$ cat src/rtl/iob_dbus2axil_pkg.sv
// Shared definitions for the native-bus to AXI4-Lite bridge.
// Holds the FSM state encoding and the AXI response code constants.
// Imported by iob_dbus2axil.
package iob_dbus2axil_pkg;

    typedef enum logic [2:0] {
        ST_IDLE    = 3'd0,
        ST_WR      = 3'd1,
        ST_WR_RESP = 3'd2,
        ST_RD_ADDR = 3'd3,
        ST_RD_DATA = 3'd4,
        ST_DONE    = 3'd5
    } state_t;

    localparam logic [1:0] AXI_RESP_OKAY = 2'b00;

    // Any non-OKAY response is reported to the native master as an error.
    function automatic logic resp_is_err(input logic [1:0] resp);
        return resp != AXI_RESP_OKAY;
    endfunction

endpackage

$ cat src/rtl/iob_dbus2axil.sv
// Purpose: bridges a native valid/ready request bus to an AXI4-Lite master, one transaction at a time.
// Latency: zero-wait slave -> iob_ready 4 cycles after the accepting cycle, for both reads and writes.
// Backpressure: AXI valids held with stable payload until handshake; no new request until iob_ready pulses.
//
// Ports: clk/rst (async active-low); native side iob_valid/iob_addr/iob_wdata/iob_wstrb in,
// iob_rdata/iob_ready/iob_err out; AXI4-Lite master channels AW, W, B, AR, R with prot tied to 0.
module iob_dbus2axil
    import iob_dbus2axil_pkg::*;
#(
    parameter int ADDR_W = 32,
    parameter int DATA_W = 32
) (
    input  logic                  clk,
    input  logic                  rst,
    // native request side
    input  logic                  iob_valid,
    input  logic [ADDR_W-1:0]     iob_addr,
    input  logic [DATA_W-1:0]     iob_wdata,
    input  logic [DATA_W/8-1:0]   iob_wstrb,
    output logic [DATA_W-1:0]     iob_rdata,
    output logic                  iob_ready,
    output logic                  iob_err,
    // AXI4-Lite write address
    output logic                  awvalid,
    input  logic                  awready,
    output logic [ADDR_W-1:0]     awaddr,
    output logic [2:0]            awprot,
    // AXI4-Lite write data
    output logic                  wvalid,
    input  logic                  wready,
    output logic [DATA_W-1:0]     wdata,
    output logic [DATA_W/8-1:0]   wstrb,
    // AXI4-Lite write response
    input  logic                  bvalid,
    output logic                  bready,
    input  logic [1:0]            bresp,
    // AXI4-Lite read address
    output logic                  arvalid,
    input  logic                  arready,
    output logic [ADDR_W-1:0]     araddr,
    output logic [2:0]            arprot,
    // AXI4-Lite read data
    input  logic                  rvalid,
    output logic                  rready,
    input  logic [DATA_W-1:0]     rdata,
    input  logic [1:0]            rresp
);

    localparam int STRB_W = DATA_W / 8;

    state_t              state_q,     state_d;
    logic [ADDR_W-1:0]   addr_q,      addr_d;
    logic [DATA_W-1:0]   wdata_q,     wdata_d;
    logic [STRB_W-1:0]   wstrb_q,     wstrb_d;
    logic [DATA_W-1:0]   iob_rdata_q, iob_rdata_d;
    logic                iob_ready_q, iob_ready_d;
    logic                iob_err_q,   iob_err_d;
    logic                awvalid_q,   awvalid_d;
    logic                wvalid_q,    wvalid_d;
    logic                bready_q,    bready_d;
    logic                arvalid_q,   arvalid_d;
    logic                rready_q,    rready_d;
    // AW and W complete independently; these remember which one already fired.
    logic                aw_done_q,   aw_done_d;
    logic                w_done_q,    w_done_d;

    logic aw_fire;
    logic w_fire;

    assign aw_fire = awvalid_q & awready;
    assign w_fire  = wvalid_q  & wready;

    always_comb begin
        state_d     = state_q;
        addr_d      = addr_q;
        wdata_d     = wdata_q;
        wstrb_d     = wstrb_q;
        iob_rdata_d = iob_rdata_q;
        awvalid_d   = awvalid_q;
        wvalid_d    = wvalid_q;
        bready_d    = bready_q;
        arvalid_d   = arvalid_q;
        rready_d    = rready_q;
        aw_done_d   = aw_done_q;
        w_done_d    = w_done_q;
        iob_ready_d = 1'b0;
        iob_err_d   = 1'b0;

        case (state_q)
            ST_IDLE: begin
                if (iob_valid) begin
                    addr_d  = iob_addr;
                    wdata_d = iob_wdata;
                    wstrb_d = iob_wstrb;
                    state_d = (iob_wstrb != '0) ? ST_WR : ST_RD_ADDR;
                end
            end

            ST_WR: begin
                // First cycle in WR launches both channels from the captured request.
                if (!awvalid_q && !wvalid_q && !aw_done_q && !w_done_q) begin
                    awvalid_d = 1'b1;
                    wvalid_d  = 1'b1;
                end else begin
                    if (aw_fire) begin
                        awvalid_d = 1'b0;
                        aw_done_d = 1'b1;
                    end
                    if (w_fire) begin
                        wvalid_d = 1'b0;
                        w_done_d = 1'b1;
                    end
                    if ((aw_done_q || aw_fire) && (w_done_q || w_fire)) begin
                        aw_done_d = 1'b0;
                        w_done_d  = 1'b0;
                        bready_d  = 1'b1;
                        state_d   = ST_WR_RESP;
                    end
                end
            end

            ST_WR_RESP: begin
                if (bvalid) begin
                    bready_d    = 1'b0;
                    iob_ready_d = 1'b1;
                    iob_err_d   = resp_is_err(bresp);
                    state_d     = ST_DONE;
                end
            end

            ST_RD_ADDR: begin
                if (!arvalid_q) begin
                    arvalid_d = 1'b1;
                end else if (arready) begin
                    arvalid_d = 1'b0;
                    rready_d  = 1'b1;
                    state_d   = ST_RD_DATA;
                end
            end

            ST_RD_DATA: begin
                // Error responses still deliver their data.
                if (rvalid) begin
                    rready_d    = 1'b0;
                    iob_rdata_d = rdata;
                    iob_ready_d = 1'b1;
                    iob_err_d   = resp_is_err(rresp);
                    state_d     = ST_DONE;
                end
            end

            ST_DONE: begin
                // iob_ready is high this cycle; iob_valid is deliberately not looked at.
                state_d = ST_IDLE;
            end

            default: begin
                state_d = ST_IDLE;
            end
        endcase
    end

    always_ff @(posedge clk or negedge rst) begin
        if (!rst) begin
            state_q     <= ST_IDLE;
            addr_q      <= '0;
            wdata_q     <= '0;
            wstrb_q     <= '0;
            iob_rdata_q <= '0;
            iob_ready_q <= 1'b0;
            iob_err_q   <= 1'b0;
            awvalid_q   <= 1'b0;
            wvalid_q    <= 1'b0;
            bready_q    <= 1'b0;
            arvalid_q   <= 1'b0;
            rready_q    <= 1'b0;
            aw_done_q   <= 1'b0;
            w_done_q    <= 1'b0;
        end else begin
            state_q     <= state_d;
            addr_q      <= addr_d;
            wdata_q     <= wdata_d;
            wstrb_q     <= wstrb_d;
            iob_rdata_q <= iob_rdata_d;
            iob_ready_q <= iob_ready_d;
            iob_err_q   <= iob_err_d;
            awvalid_q   <= awvalid_d;
            wvalid_q    <= wvalid_d;
            bready_q    <= bready_d;
            arvalid_q   <= arvalid_d;
            rready_q    <= rready_d;
            aw_done_q   <= aw_done_d;
            w_done_q    <= w_done_d;
        end
    end

    assign iob_rdata = iob_rdata_q;
    assign iob_ready = iob_ready_q;
    assign iob_err   = iob_err_q;
    assign awvalid   = awvalid_q;
    assign awaddr    = addr_q;
    assign awprot    = 3'b000;
    assign wvalid    = wvalid_q;
    assign wdata     = wdata_q;
    assign wstrb     = wstrb_q;
    assign bready    = bready_q;
    assign arvalid   = arvalid_q;
    assign araddr    = addr_q;
    assign arprot    = 3'b000;
    assign rready    = rready_q;

endmodule

$ cat config.mk
export PLATFORM = sky130hd
export DESIGN_NAME = iob_dbus2axil
export DESIGN_NICKNAME = d
export VERILOG_FILES = /design/src/rtl/iob_dbus2axil_pkg.sv /design/src/rtl/iob_dbus2axil.sv
export SDC_FILE = /design/constraint.sdc
export NUM_CORES = 1
export LEC_CHECK = 0
export ABC_AREA = 1
export ABC_CLOCK_PERIOD_IN_PS = 1900
export BUFFER_PORTS_ARGS = -buffer_cell sky130_fd_sc_hd__buf_2
export CAP_MARGIN = 20
export CORE_MARGIN = 3
export CORE_UTILIZATION = 45
export DETAILED_ROUTE_END_ITERATION = 8
export PLACE_DENSITY_LB_ADDON = 0.2
export SLEW_MARGIN = 10
export SYNTH_ARGS = -nofsm -noshare
export SYNTH_HDL_FRONTEND = slang
export SYNTH_SLANG_ARGS = --single-unit
$ cat constraint.sdc
create_clock -name clk -period 1.9 [get_ports clk]
set_input_delay 0.57 -clock clk [delete_from_list [all_inputs] [get_ports clk]]
set_output_delay 0.57 -clock clk [all_outputs]
set_load 0.01 [all_outputs]
# After elaboration in Yosys (flattened, before gate mapping)
# Index checks and enable logic that the tools add are counted.
[classes]
eq_ne = 11
mux = 33
bitwise_logic = 3
n_reduce_logical = 29
[op_table]
columns = ["op", "n"]
rows = [
  ["2-to-1 mux 3 bit", 7],
  ["2-to-1 mux 1 bit", 20],
  ["nonzero test 2 bit", 8],
  ["one-hot mux 3 bit (5 select lines)", 1],
  ["!= test 2 bit, second input constant", 7],
  ["one-hot mux 1 bit (2 select lines)", 4],
  ["AND reduction 2 bit", 4],
  ["AND reduction 4 bit", 2],
  ["AND reduction 7 bit", 1],
  ["== test 3 x 2 -> 1 bit, second input constant", 2],
  ["AND reduction 3 bit", 2],
  ["logical AND 1 bit", 4],
  ["logical NOT 1 bit", 4],
  ["nonzero test 4 bit", 1],
  ["== test 3 x 1 -> 1 bit, second input constant", 1],
  ["== test 3 bit, second input constant", 1],
  ["logical NOT 3 bit", 1],
  ["AND 1 bit", 2],
  ["logical OR 1 bit", 2],
  ["2-to-1 mux 2 bit", 1],
  ["NOT 1 bit", 1],
]
[totals]
reg_bits = 112
input_bits = 112
out_inout_bits = 145
elab_cells = 90

# Longest topological paths before layout
[depth]
ltp_word = 6
depth_mapped = 7
depth_no_buf = 7

# Least setup slack after synthesis
# Ideal clock, no wire load.
[synth_timing]
path_kind = "flip-flop to flip-flop"
from = "register state_q[2]"
to = "register addr_q[0] (netlist: araddr[0])"
setup_ps = 125
arrival_ps = 1205
t_required_ps = 1775
slack_ps = 570
stages_incl_launch_ff = 5
path_buffers = 1
synth_period_minus_slack_ps = 1330
path_cell_list = "dfrtp_1 > nor2_4 > nand3_4 > buf_6 > mux2_4"
[synth_via]
elab_chain_cells = 2
[synth_lines]
columns = ["item", "line_no", "text"]
rows = [
  ["from (decl)", "iob_dbus2axil.sv:51", "state_t state_q, state_d;"],
  ["from (signal assigned)", "iob_dbus2axil.sv:180", "state_q <= state_d;"],
  ["logical NOT 3 bit", "iob_dbus2axil.sv:89", "case (state_q)"],
  ["AND reduction 2 bit (no source line)", "n/a", ""],
  ["to (signal assigned)", "iob_dbus2axil.sv:181", "addr_q <= addr_d;"],
  ["to (decl)", "iob_dbus2axil.sv:52", "logic [ADDR_W-1:0] addr_q, addr_d;"],
]
# Every way passes these cells.
# A chain may end at the register's enable or synchronous reset.

# Worst setup path in the final report
[layout_timing]
from = "register state_q[1]"
to = "register iob_err_q (netlist: iob_err)"
[layout_via]
elab_chain_cells = 2
word_cells_on_any_way = 3
classes_between = "2 x eq/ne; 1 x mux"
[layout_lines]
columns = ["item", "line_no", "text"]
rows = [
  ["== test 3 bit or == test 3 x 2 -> 1 bit (tied branches)", "iob_dbus2axil.sv:89", ""],
  ["one-hot mux 1 bit (2 select lines) *", "iob_dbus2axil.sv:89", ""],
  ["net iob_err_d", "iob_dbus2axil.sv:57", "logic iob_err_q, iob_err_d;"],
  ["to (signal assigned)", "iob_dbus2axil.sv:186", "iob_err_q <= iob_err_d;"],
  ["to (decl)", "iob_dbus2axil.sv:57", ""],
]
# Mark *: on every way through the listed nets, which the timed path passes. The rest lies on a longest branch.

==> flow_summary.toml <==
[outcome]
outcome = "finished clean"

[synthesis]
synth_top_family_by_area = "multiplexers"
ys_types = 19
synth_xor_xnor_area_share_pct = 0
yosys-top-cells-area = "dfrtp_1 (57%), mux2_4 (20%), nand2_1 (9.4%)"
synth_adder_area_share_pct = 0
synthSimpleGateAreaFrac_pct = 12.7
ys_seq_area_share_pct = 56.7
yosys.area.top_type = "dfrtp_1"
avgSynthCellArea_um2 = 12.1
synth-compound-area-share_pct = 1.21
synth_seq_cells = 112
synth_top_area_share_pct = 56.7
yosys_warnings = 0
synth.mux.area_fraction_pct = 20.0
netlist_area_um2 = 4940
syn_inst = 410

[worst_setup_path]
cp_max_fo = 34
cp-end-kind = "flop"
arrival_ns = 1.99
critPathRequiredTime_ns = 2.20
startpoint_type = "flop"
worst-setup-path-type = "flop to flop"

[clock_network]
cts_tree = "yes"
cts.sinks = 112
numCtsBuffers = 9
ctsHoldBuffers = 0
worstSkewPairLatency_ns = 0.36
cts_max_level = 3
cts_buffer_depth = 2
clkTransAtPathRegs_ns = 0.10
cts_resized = 0
cts-root-buf = "clkbuf_8"
post_cts.repair.setup_buffers = 0

[timing]
setup_slack_ns = 0.210
finalHoldViolations = 0
slew_headroom_pct = 64.8
period_share_pct = 89.0
rsz0062_at_grt = "false"
whs_ns = 0.124
maxSlewViolCount = 0
finalClockSkew_ns = 0.00555
clock.fmax_mhz = 592
worst_pin_slew_ns = 0.528
fin_crit_ns = 1.69
tns_ns = 0
setup_viol = 0

[power]
power_mw = 11.3
pwr-share-clk_pct = 15.2
power_density_nw_per_um2 = 1770
swShare_pct = 36.1
p_comb_share_pct = 46.0
ir_worst_vdd_uv = 815
p_switching_mw = 4.06
internal_power_mw = 7.20
power_frac_seq_pct = 38.7
p_leak_nw = 3.69

[finish]
final_cell_mix = "buf_2 (249), nand2_1 (124), dfrtp_1 (112)"
antenna_cells = 0
layout_commonest_cell = "buf_2"
fill_cells = 881
final_cells = 775
drive_gt1_share_pct = 54.3
nets = 746
fin_util_pct = 60.6
finalInstanceArea_um2 = 6370
syn_to_final_growth_pct = 28.8

[detailed_routing]
post_drt_wl_per_cell_um = 15.4
vias_per_cell = 4.67
post-route-drc-count = 0
wl_um = 11900
drt_iter0_drc = 213
drtAntennaViolNets = 0
drt-pass1-iter-count = 4
dr_total_vias = 3618

[place]
dp_slack_ns = 0.216
port_buffers = 250
gp_congestion = 0.852
place_area_um2 = 6120
placed_cells = 759
dp_hpwl_um = 8960

[floorplanning]
core_area_um2 = 10500
die_w_um = 111
row_count = 37
io_pins = 257
start_util_pct = 47.1
die_h_um = 111
dieArea_um2 = 12300

[hold_path]
hold_class = "input port to async pin"

[global_route]
grt_max_degree = 41
grt.total_usage_pct = 19.6
grt_remaining_overflow = 0
antenna_found_initial = 0
grt_pass1_wl_um = 19400
grt_pass1_vias = 3745

[job]
maxCapViolCount = 0
-- flip-flops by register name (all words and copies together), names as in the netlist, 3 cells and up --
signal / count
araddr: 32
iob_rdata: 32
state_q: 3
wdata: 32
wstrb: 4
-- Yosys cell counts --
master   number
dfrtp_1     112
nor2_2        1
inv_2         1
nand4_1       4
nand3_1      10
nor2_4        1
o21ai_0       7
nand3_4       1
nand3_2       1
a21oi_1       5
inv_1        14
nor2_1       10
conb_1        1
buf_2         3
mux2_4       66
buf_6         7
nand2_1     124
or2_2         1
buf_4        41
-- critical path: stages (launching register included) --
cell and delay, ns:
dfrtp_1 0.48, nor2_2 0.20, nand3_2 0.21, inv_2 0.46
o21ai_0 0.17, nand2_1 0.10
-- cell type report --
class	count	area (µm²)	share of cell area (%)
clock buffers	10	138	2.16
clock inverters	6	116	1.83
inverters	15	56.3	0.884
multi-input cells	237	1700	26.7
flip-flops and latches	112	2800	44.0
well taps	136	170	2.67
repair buffers	259	1380	21.7
-- logic make-up (layout without fill, tap and decap cells) --
kind of cell | after synthesis | in the layout
other | 1 | 6
AO/OA/AOI/OAI | 12 | 12
buffers and inverters | 66 | 290
multiplexers | 66 | 66
AND/OR/NAND/NOR | 153 | 153
flip-flops | 112 | 112
-- power by group through the flow --
| stage | Clock [mW] | Sequential, mW | Combinational (mW) |
|---|---|---|---|
| floorplan | 0 | 4.87 | 3.08 |
| global placement | 0 | 4.34 | 5.20 |
| detailed placement | 0 | 4.38 | 5.25 |
| CTS | 1.78 | 4.36 | 5.26 |
| global route | 1.89 | 4.54 | 5.59 |
| finish | 1.71 | 4.36 | 5.18 |
-- path summary, 6_finish.rpt --
kind | start | endpoint | slack (ns) | cells past startpoint
max in group asynchronous | rst | araddr[29] | 1.22 | 2
worst max register to register | state_q[1] | iob_err | 0.21 | 5
worst min-delay path | rst | wdata[19] | 0.12 | 1
worst min register to register | iob_rdata[8] | iob_rdata[8] | 0.48 | 2
min in group clk | rdata[21] | iob_rdata[21] | 0.39 | 3
worst max-delay path | state_q[1] | iob_err | 0.21 | 5
-- per-layer routing --
layer / part of all wire (%) / global-route usage [%]
met1: 40 / 23.9
met2: 51 / 33.8
met4: 1.2 / 5.34
met5: 0 / 0
met3: 8.0 / 5.62
No activity file was read; power rests on OpenSTA's default activity.
